[config.mk]
export PLATFORM = sky130hd
export DESIGN_NAME = trace_buffer_ctrl
export DESIGN_NICKNAME = d
export VERILOG_FILES = /design/src/rtl/trace_buffer_ctrl.sv
export SDC_FILE = /design/constraint.sdc
export NUM_CORES = 1
export LEC_CHECK = 0
export CELL_PAD_IN_SITES_DETAIL_PLACEMENT = 0
export CELL_PAD_IN_SITES_GLOBAL_PLACEMENT = 1
export CORE_ASPECT_RATIO = 0.6
export CORE_UTILIZATION = 37
export DETAILED_ROUTE_END_ITERATION = 8
export PLACE_DENSITY = 0.87
export SLEW_MARGIN = 20
export SYNTH_ARGS = -nofsm -noshare
export SYNTH_HDL_FRONTEND = slang
export SYNTH_SLANG_ARGS = --single-unit
[constraint.sdc]
create_clock -name clk -period 4.8 [get_ports clk]
set_input_delay 0.96 -clock clk [delete_from_list [all_inputs] [get_ports clk]]
set_output_delay 0.96 -clock clk [all_outputs]
set_load 0.02 [all_outputs]
[src/rtl/trace_buffer_ctrl.sv]
// Circular-buffer controller around a dual-port trace RAM: never-stalling write side with
// drop counting, and a read side that drains through a 2-entry queue onto a tlast-framed stream.
module trace_buffer_ctrl #(
  parameter int WORD_SIZE  = 64,
  parameter int ADDR_SIZE  = 8,
  parameter int BATCH_SIZE = 128
) (
  input  logic                 clk,
  input  logic                 rst,
  input  logic                 in_valid,
  input  logic [WORD_SIZE-1:0] in_data,
  input  logic                 flush,
  output logic                 ram_write_enable_1,
  output logic [ADDR_SIZE-1:0] ram_address_1,
  output logic [WORD_SIZE-1:0] ram_data_in_1,
  output logic                 ram_write_enable_2,
  output logic [ADDR_SIZE-1:0] ram_address_2,
  input  logic [WORD_SIZE-1:0] ram_output_2,
  output logic                 m_tvalid,
  output logic [WORD_SIZE-1:0] m_tdata,
  output logic                 m_tlast,
  input  logic                 m_tready,
  output logic [ADDR_SIZE:0]   fill_count,
  output logic [31:0]          drop_count
);

  localparam int                 DEPTH      = 1 << ADDR_SIZE;
  localparam logic [ADDR_SIZE:0]   FILL_FULL  = (ADDR_SIZE+1)'(DEPTH);
  localparam logic [ADDR_SIZE:0]   BATCH_LAST = (ADDR_SIZE+1)'(BATCH_SIZE - 1);
  localparam logic [ADDR_SIZE-1:0] PTR_ONE    = ADDR_SIZE'(1);
  localparam logic [ADDR_SIZE:0]   CNT_ONE    = (ADDR_SIZE+1)'(1);

  logic [ADDR_SIZE-1:0] r_wr_ptr;
  logic [ADDR_SIZE-1:0] r_rd_ptr;
  logic [ADDR_SIZE:0]   r_fill;
  logic [31:0]          r_drop;
  logic                 r_inflight;
  logic [ADDR_SIZE-1:0] r_inflight_addr;
  logic [WORD_SIZE-1:0] r_q_data [2];
  logic [ADDR_SIZE-1:0] r_q_addr [2];
  logic [1:0]           r_q_cnt;
  logic [ADDR_SIZE:0]   r_batch;
  logic                 r_flush_pend;
  logic [ADDR_SIZE-1:0] r_flush_addr;
  logic                 r_hold_vld;
  logic                 r_hold_last;

  logic                 w_full;
  logic                 w_wr;
  logic                 w_pop;
  logic                 w_rd;
  logic [ADDR_SIZE:0]   w_unread;
  logic [2:0]           w_occ_after;
  logic                 w_push_slot;
  logic                 w_tlast_raw;
  logic                 w_head_is_flush;
  logic [ADDR_SIZE-1:0] w_flush_tgt;
  logic                 w_flush_ok;

  // Stream handshake: a word transfers on every edge where m_tvalid && m_tready; while
  // m_tvalid is high and m_tready low, m_tdata and m_tlast do not change.
  assign w_full      = (r_fill == FILL_FULL);
  assign w_wr        = in_valid && !w_full && !rst;
  assign w_pop       = m_tvalid && m_tready;
  assign w_unread    = r_fill - (ADDR_SIZE+1)'(r_q_cnt) - (ADDR_SIZE+1)'(r_inflight);
  assign w_occ_after = {1'b0, r_q_cnt} + {2'b00, r_inflight} - {2'b00, w_pop};
  assign w_rd        = (w_unread != '0) && (w_occ_after < 3'd2);
  // Slot index of (count - pop); the queue never receives a push while holding two words.
  assign w_push_slot = r_q_cnt[0] ^ w_pop;

  assign w_head_is_flush = r_flush_pend && (r_q_addr[0] == r_flush_addr);
  assign w_tlast_raw     = (r_batch == BATCH_LAST) || w_head_is_flush;
  assign w_flush_tgt     = w_wr ? r_wr_ptr : (r_wr_ptr - PTR_ONE);
  // A flush whose target is the word leaving this very cycle is too late to frame it.
  assign w_flush_ok      = flush && !rst && (w_wr || (r_fill != '0)) &&
                           !(w_pop && !w_wr && (r_q_addr[0] == w_flush_tgt));

  assign ram_write_enable_1 = w_wr;
  assign ram_address_1      = r_wr_ptr;
  assign ram_data_in_1      = in_data;
  assign ram_write_enable_2 = 1'b0;
  assign ram_address_2      = r_rd_ptr;
  assign m_tvalid           = (r_q_cnt != 2'd0);
  assign m_tdata            = r_q_data[0];
  assign m_tlast            = m_tvalid && (r_hold_vld ? r_hold_last : w_tlast_raw);
  assign fill_count         = r_fill;
  assign drop_count         = r_drop;

  always_ff @(posedge clk) begin
    if (rst) begin
      r_wr_ptr        <= '0;
      r_rd_ptr        <= '0;
      r_fill          <= '0;
      r_drop          <= '0;
      r_inflight      <= 1'b0;
      r_inflight_addr <= '0;
      r_q_cnt         <= 2'd0;
      r_batch         <= '0;
      r_flush_pend    <= 1'b0;
      r_flush_addr    <= '0;
      r_hold_vld      <= 1'b0;
      r_hold_last     <= 1'b0;
      for (int i = 0; i < 2; i++) begin
        r_q_data[i] <= '0;
        r_q_addr[i] <= '0;
      end
    end else begin
      if (w_wr) r_wr_ptr <= r_wr_ptr + PTR_ONE;

      r_inflight <= w_rd;
      if (w_rd) begin
        r_rd_ptr        <= r_rd_ptr + PTR_ONE;
        r_inflight_addr <= r_rd_ptr;
      end

      if (w_wr && !w_pop)      r_fill <= r_fill + CNT_ONE;
      else if (!w_wr && w_pop) r_fill <= r_fill - CNT_ONE;

      if (in_valid && w_full && (r_drop != 32'hFFFF_FFFF)) r_drop <= r_drop + 32'd1;

      if (w_pop) begin
        r_q_data[0] <= r_q_data[1];
        r_q_addr[0] <= r_q_addr[1];
      end
      if (r_inflight) begin
        r_q_data[w_push_slot] <= ram_output_2;
        r_q_addr[w_push_slot] <= r_inflight_addr;
      end
      r_q_cnt <= r_q_cnt + {1'b0, r_inflight} - {1'b0, w_pop};

      if (w_pop) r_batch <= m_tlast ? '0 : (r_batch + CNT_ONE);

      // A new flush supersedes any pending one; a pending flush retires with its word.
      if (w_flush_ok) begin
        r_flush_pend <= 1'b1;
        r_flush_addr <= w_flush_tgt;
      end else if (w_pop && (m_tlast || w_head_is_flush)) begin
        r_flush_pend <= 1'b0;
      end

      // Freeze tlast of a stalled head so a late flush cannot change it mid-handshake.
      r_hold_vld  <= m_tvalid && !m_tready;
      r_hold_last <= m_tlast;
    end
  end

endmodule

## Word level (Yosys, flattened, before mapping)

Memories as Yosys holds them, arrays and structs flattened.
Cells that the tools add are included.
Widths: inputs -> output; s select.

| operators by class | value |
|---|---|
| add/subtract/negate cells | 13 |
| magnitude comparators | 1 |
| eq/ne operators | 5 |
| muxes and demuxes | 23 |
| bitwise operators | 3 |
| reductions and logical operators | 32 |

Operator list:

| operator | count |
|---|---|
| $mux 64 | 2 |
| $reduce_or 64->1 | 1 |
| $add 32x1->32 const B | 1 |
| $ne 32x32->1 const B | 1 |
| $mux 9 | 3 |
| $mux 8 | 3 |
| $add 9x1->9 const B | 2 |
| $reduce_bool 9->1 | 2 |
| $add 8x1->8 const B | 2 |
| $eq 8x8->1 | 2 |
| $logic_and 1x1->1 | 16 |
| $mux 1 | 15 |
| $eq 9x7->1 const B | 1 |
| $eq 9x9->1 const B | 1 |
| $sub 9x1->9 | 1 |
| $sub 9x1->9 const B | 1 |
| $sub 9x2->9 | 1 |
| $reduce_or 8->1 | 1 |
| $sub 8x1->8 const B | 1 |
| $logic_not 1->1 | 6 |
| $reduce_bool 2->1 | 3 |
| $add 2x1->3 | 1 |
| $logic_or 1x1->1 | 3 |
| $lt 3x2->1 const B | 1 |
| other kinds (5) | 6 |

| word-level totals | value |
|---|---|
| flip-flop bits (word level) | 88 |
| bits in writable memories | 144 |
| bits of input ports | 133 |
| logic and storage cells | 91 |
| memories kept | 2 |

Memories:

| memory | depth | bits a word | rd ports | clocked after Yosys merged registers in | write ports | line | RTL |
|---|---|---|---|---|---|---|---|
| r_q_data | 2 | 64 | 2 | 0 | 2 | 39 | `logic [WORD_SIZE-1:0] r_q_data [2];` |
| r_q_addr | 2 | 8 | 2 | 0 | 2 | 40 | `logic [ADDR_SIZE-1:0] r_q_addr [2];` |

## Longest topological paths before layout

| logic depth | value |
|---|---|
| word-level depth | 10 |
| gate-level depth with buffers | 17 |

## Worst setup path before layout

Ideal clock, no wire load.

| timing path | value |
|---|---|
| kind | input port to flip-flop |
| start | input port m_tready |
| end | memory r_q_addr[0][0] (enable) |
| setup time | 433 ps |
| arrival time | 3658 ps |
| setup slack | 708 ps |
| stages on the path | 7 |
| path buffers | 1 |
| cell sequence | nand2_1 inv_1 ha_1 inv_1 nor3_1 clkbuf_1 or3_1 |

RTL lines:

| element | line | RTL |
|---|---|---|
| start: declaration | 22 | `input logic m_tready,` |
| end: declaration | 40 |  |

==> metrics.txt <==
PortBufs=192; clock sinks=232; number of synthesized flops with an enable pin=144; hold_buf cts=0; Vias=7115; Initial Util=38.2%; Synth async-reset ratio=0%; drt pass-1 iters=4; CTS tree=done; outcome=finished clean; share of layout cells above drive strength 1=6.50%; Cell Chain, Critical Path=xnor2_1 > nand4_1 > nor3_1 > nor3_1 > nor3_1 > clkdlybuf4s50_1; number of distinct library cells after synthesis=60; Mapped Cells=910; Post-CTS Resized=0; Max-slew headroom=33.3%; most frequent cells in the layout=clkdlybuf4s50_1, edfxtp_1, dfxtp_1; syn_nets=1066; first-pass GRT wire length=38300 um; critical-path cell with the highest stage delay=clkdlybuf4s50_1; FILL cells=2500; hpwl dp=16100 um; CP Data Required Time=3.84 ns; CP Capture Type=output port; vias per inst=5.04; CTS Buffer Depth=3; clk_lat worst skew=0.52 ns; fin crit share=82.5%; critical path type=flip-flop to output port; peak supply drop=0.000286 V; Least-Margin Pin Slew=0.992 ns; I/O pins=322; wirelength, routed=23900 um; fmax=253 MHz; H-tree levels=1; Area growth syn-to-layout=24.9%; DR iter-0 viols=373; LEAKAGE=0.00490 uW; sequential area share after synthesis=57.1%; most frequent CP cell=nor3_1; die area=29500 sq um; gr usage total=16.1%; final hold viol count=0; root buffer cell=clkbuf_16; Top delay family on crit path=simple AND/OR/NAND/NOR gates; dpl cell area=12500 sq um; vias in the first global route=6920; worst min path class=flip-flop to flip-flop; Final nets=1185; Mapped Avg Cell Area=11.7 sq um; core area=27900 sq um; die width=221 um; DRC=0; flop and latch count out of synthesis=232; largest stage delay on the critical path=0.76 ns; critical path peak fanout=5; Post-CTS Setup Repair Bufs=0; Syn Std Cell Area=10700 sq um; commonest non-fill, non-tap cell in the layout=clkdlybuf4s50_1; total global routing overflow=0; ys flop type=edfxtp_1; post-layout util=47.7%; WP buf/inv=1; crit path DAT=3.00 ns; Max Cap Viol=0; routed len/inst=16.9 um; initial antenna violation count=0; CTS buffer count=24; Slew Limit Fails=0; Row Count=47; Detail Route Antenna Nets=0; antenna cell count=0; Setup WS pre-CTS=0.366 ns; fin area=13300 sq um; post-route setup TNS=0 ns; Reg clk slew, reported paths=0.06 ns; Clock Skews=0.0107 ns; GPL Wtd Cong=0.842; Tot Pwr=6930 uW; RSZ-0062 raised after global routing=false; PwrDens=521 nW/um^2; crit path time final=3.96 ns; largest net degree at the start of global routing=90; CP Launch Type=flip-flop; setup violators final=0; Syn. warnings=0; final worst setup slack=0.840 ns; Die H=133 um
-- report_power, final --
part | internal [uW] | total (uW) | switching (uW)
clock | 1160 | 1940 | 780
sequential | 2540 | 2740 | 202
combinational | 1010 | 2250 | 1230
-- cell type report --
cell class	instances	area (sq um)	share of cell area, %
multi-input cells	548	3840	28.8
flip-flops and latches	232	6090	45.7
well taps	367	459	3.45
repair buffers	201	2020	15.2
clock inverters	17	193	1.45
inverters	22	85.1	0.639
clock buffers	26	629	4.73
-- state kept, by name (all words and copies together) (netlist names) --
register and cells:
r_q_data 128, drop_count 32, r_q_addr 16, fill_count 9, r_batch 9, r_flush_addr 8, r_inflight_addr 8, ram_address_1 8
ram_address_2 8, r_q_cnt 2, r_flush_pend 1, r_hold_last 1, r_hold_vld 1, r_inflight 1
-- cell usage after synthesis (3+ instances only) --
cell        n  area, sq um
a21oi_1    25          125
a22o_1     72          631
and2_1     76          475
and3_1      9         56.3
and4_1      3         26.3
buf_2       5         25.0
buf_4      66          495
clkbuf_1   34          128
dfxtp_1    88         1760
edfxtp_1  144         4320
fa_1        4         80.1
ha_1       19          238
inv_1      21         78.8
mux2i_1    14          140
nand2_1    30          113
nand2b_1    3         18.8
nand3_1    23          115
nand3b_1    7         52.6
nand4_1    17          106
nor2_1     77          289
nor2b_1    10         62.6
nor3_1     12         60.1
nor4_1      5         31.3
o21ai_0    19         95.1
o21ai_1     3         15.0
or3_1      13         81.3
xnor2_1    35          307
xor2_1     39          342
-- worst reg2reg max path: stages (launching register included) --
cell and delay (ns):
dfxtp_1 0.41, nor4_2 0.53, a31o_2 0.35, inv_4 0.12, ha_1 0.26, inv_1 0.23, ha_1 0.31, nor2b_1 0.15
o21ai_0 0.24, a21boi_0 0.16, o21ai_0 0.27, a21oi_1 0.14, xnor2_1 0.15, or3_1 0.31, a21oi_1 0.14
-- routing by layer --
layer | vias to the layer above | GRT usage (%) | share of wire (%)
met3 | 38 | 4.43 | 5.7
met5 | - | 0 | 0
met4 | 0 | 4.04 | 2.1
met1 | 3445 | 24.3 | 51
met2 | 199 | 22.5 | 41
li1 | 3433 | - | -
-- cell families (layout without fill, tap and decap cells) --
logic type | Yosys count | after routing | share of synthesized area, %
simple gates | 300 | 300 | 15.6
flops | 232 | 232 | 57.1
compound gates | 134 | 134 | 9.59
buf+inv | 130 | 266 | 7.13
xor+xnor | 74 | 74 | 6.08
fa+ha+maj | 23 | 23 | 2.98
mux | 16 | 16 | 1.53
other cells | 1 | 1 | 0.0352
-- path summary, 6_finish.rpt --
path | from | end | slack (ns) | depth (start not counted)
setup / recovery | r_q_addr[0][0] | m_tlast | 0.84 | 6
hold / removal | r_flush_pend | r_flush_pend | 0.49 | 2
setup reg to reg | fill_count[0] | fill_count[8] | 0.95 | 14
hold reg to reg | r_flush_pend | r_flush_pend | 0.49 | 2
-- per-stage QoR --
| step | hold slack [ns] | instances |
|---|---|---|
| detailed placement | 0.489 | 1370 |
| floorplan | 0.450 | 910 |
| CTS | 0.499 | 1413 |
| finish | 0.492 | 1413 |
| global route | 0.535 | 1413 |
| global placement | 0.462 | 1370 |
(Power assumes the default switching activity.)
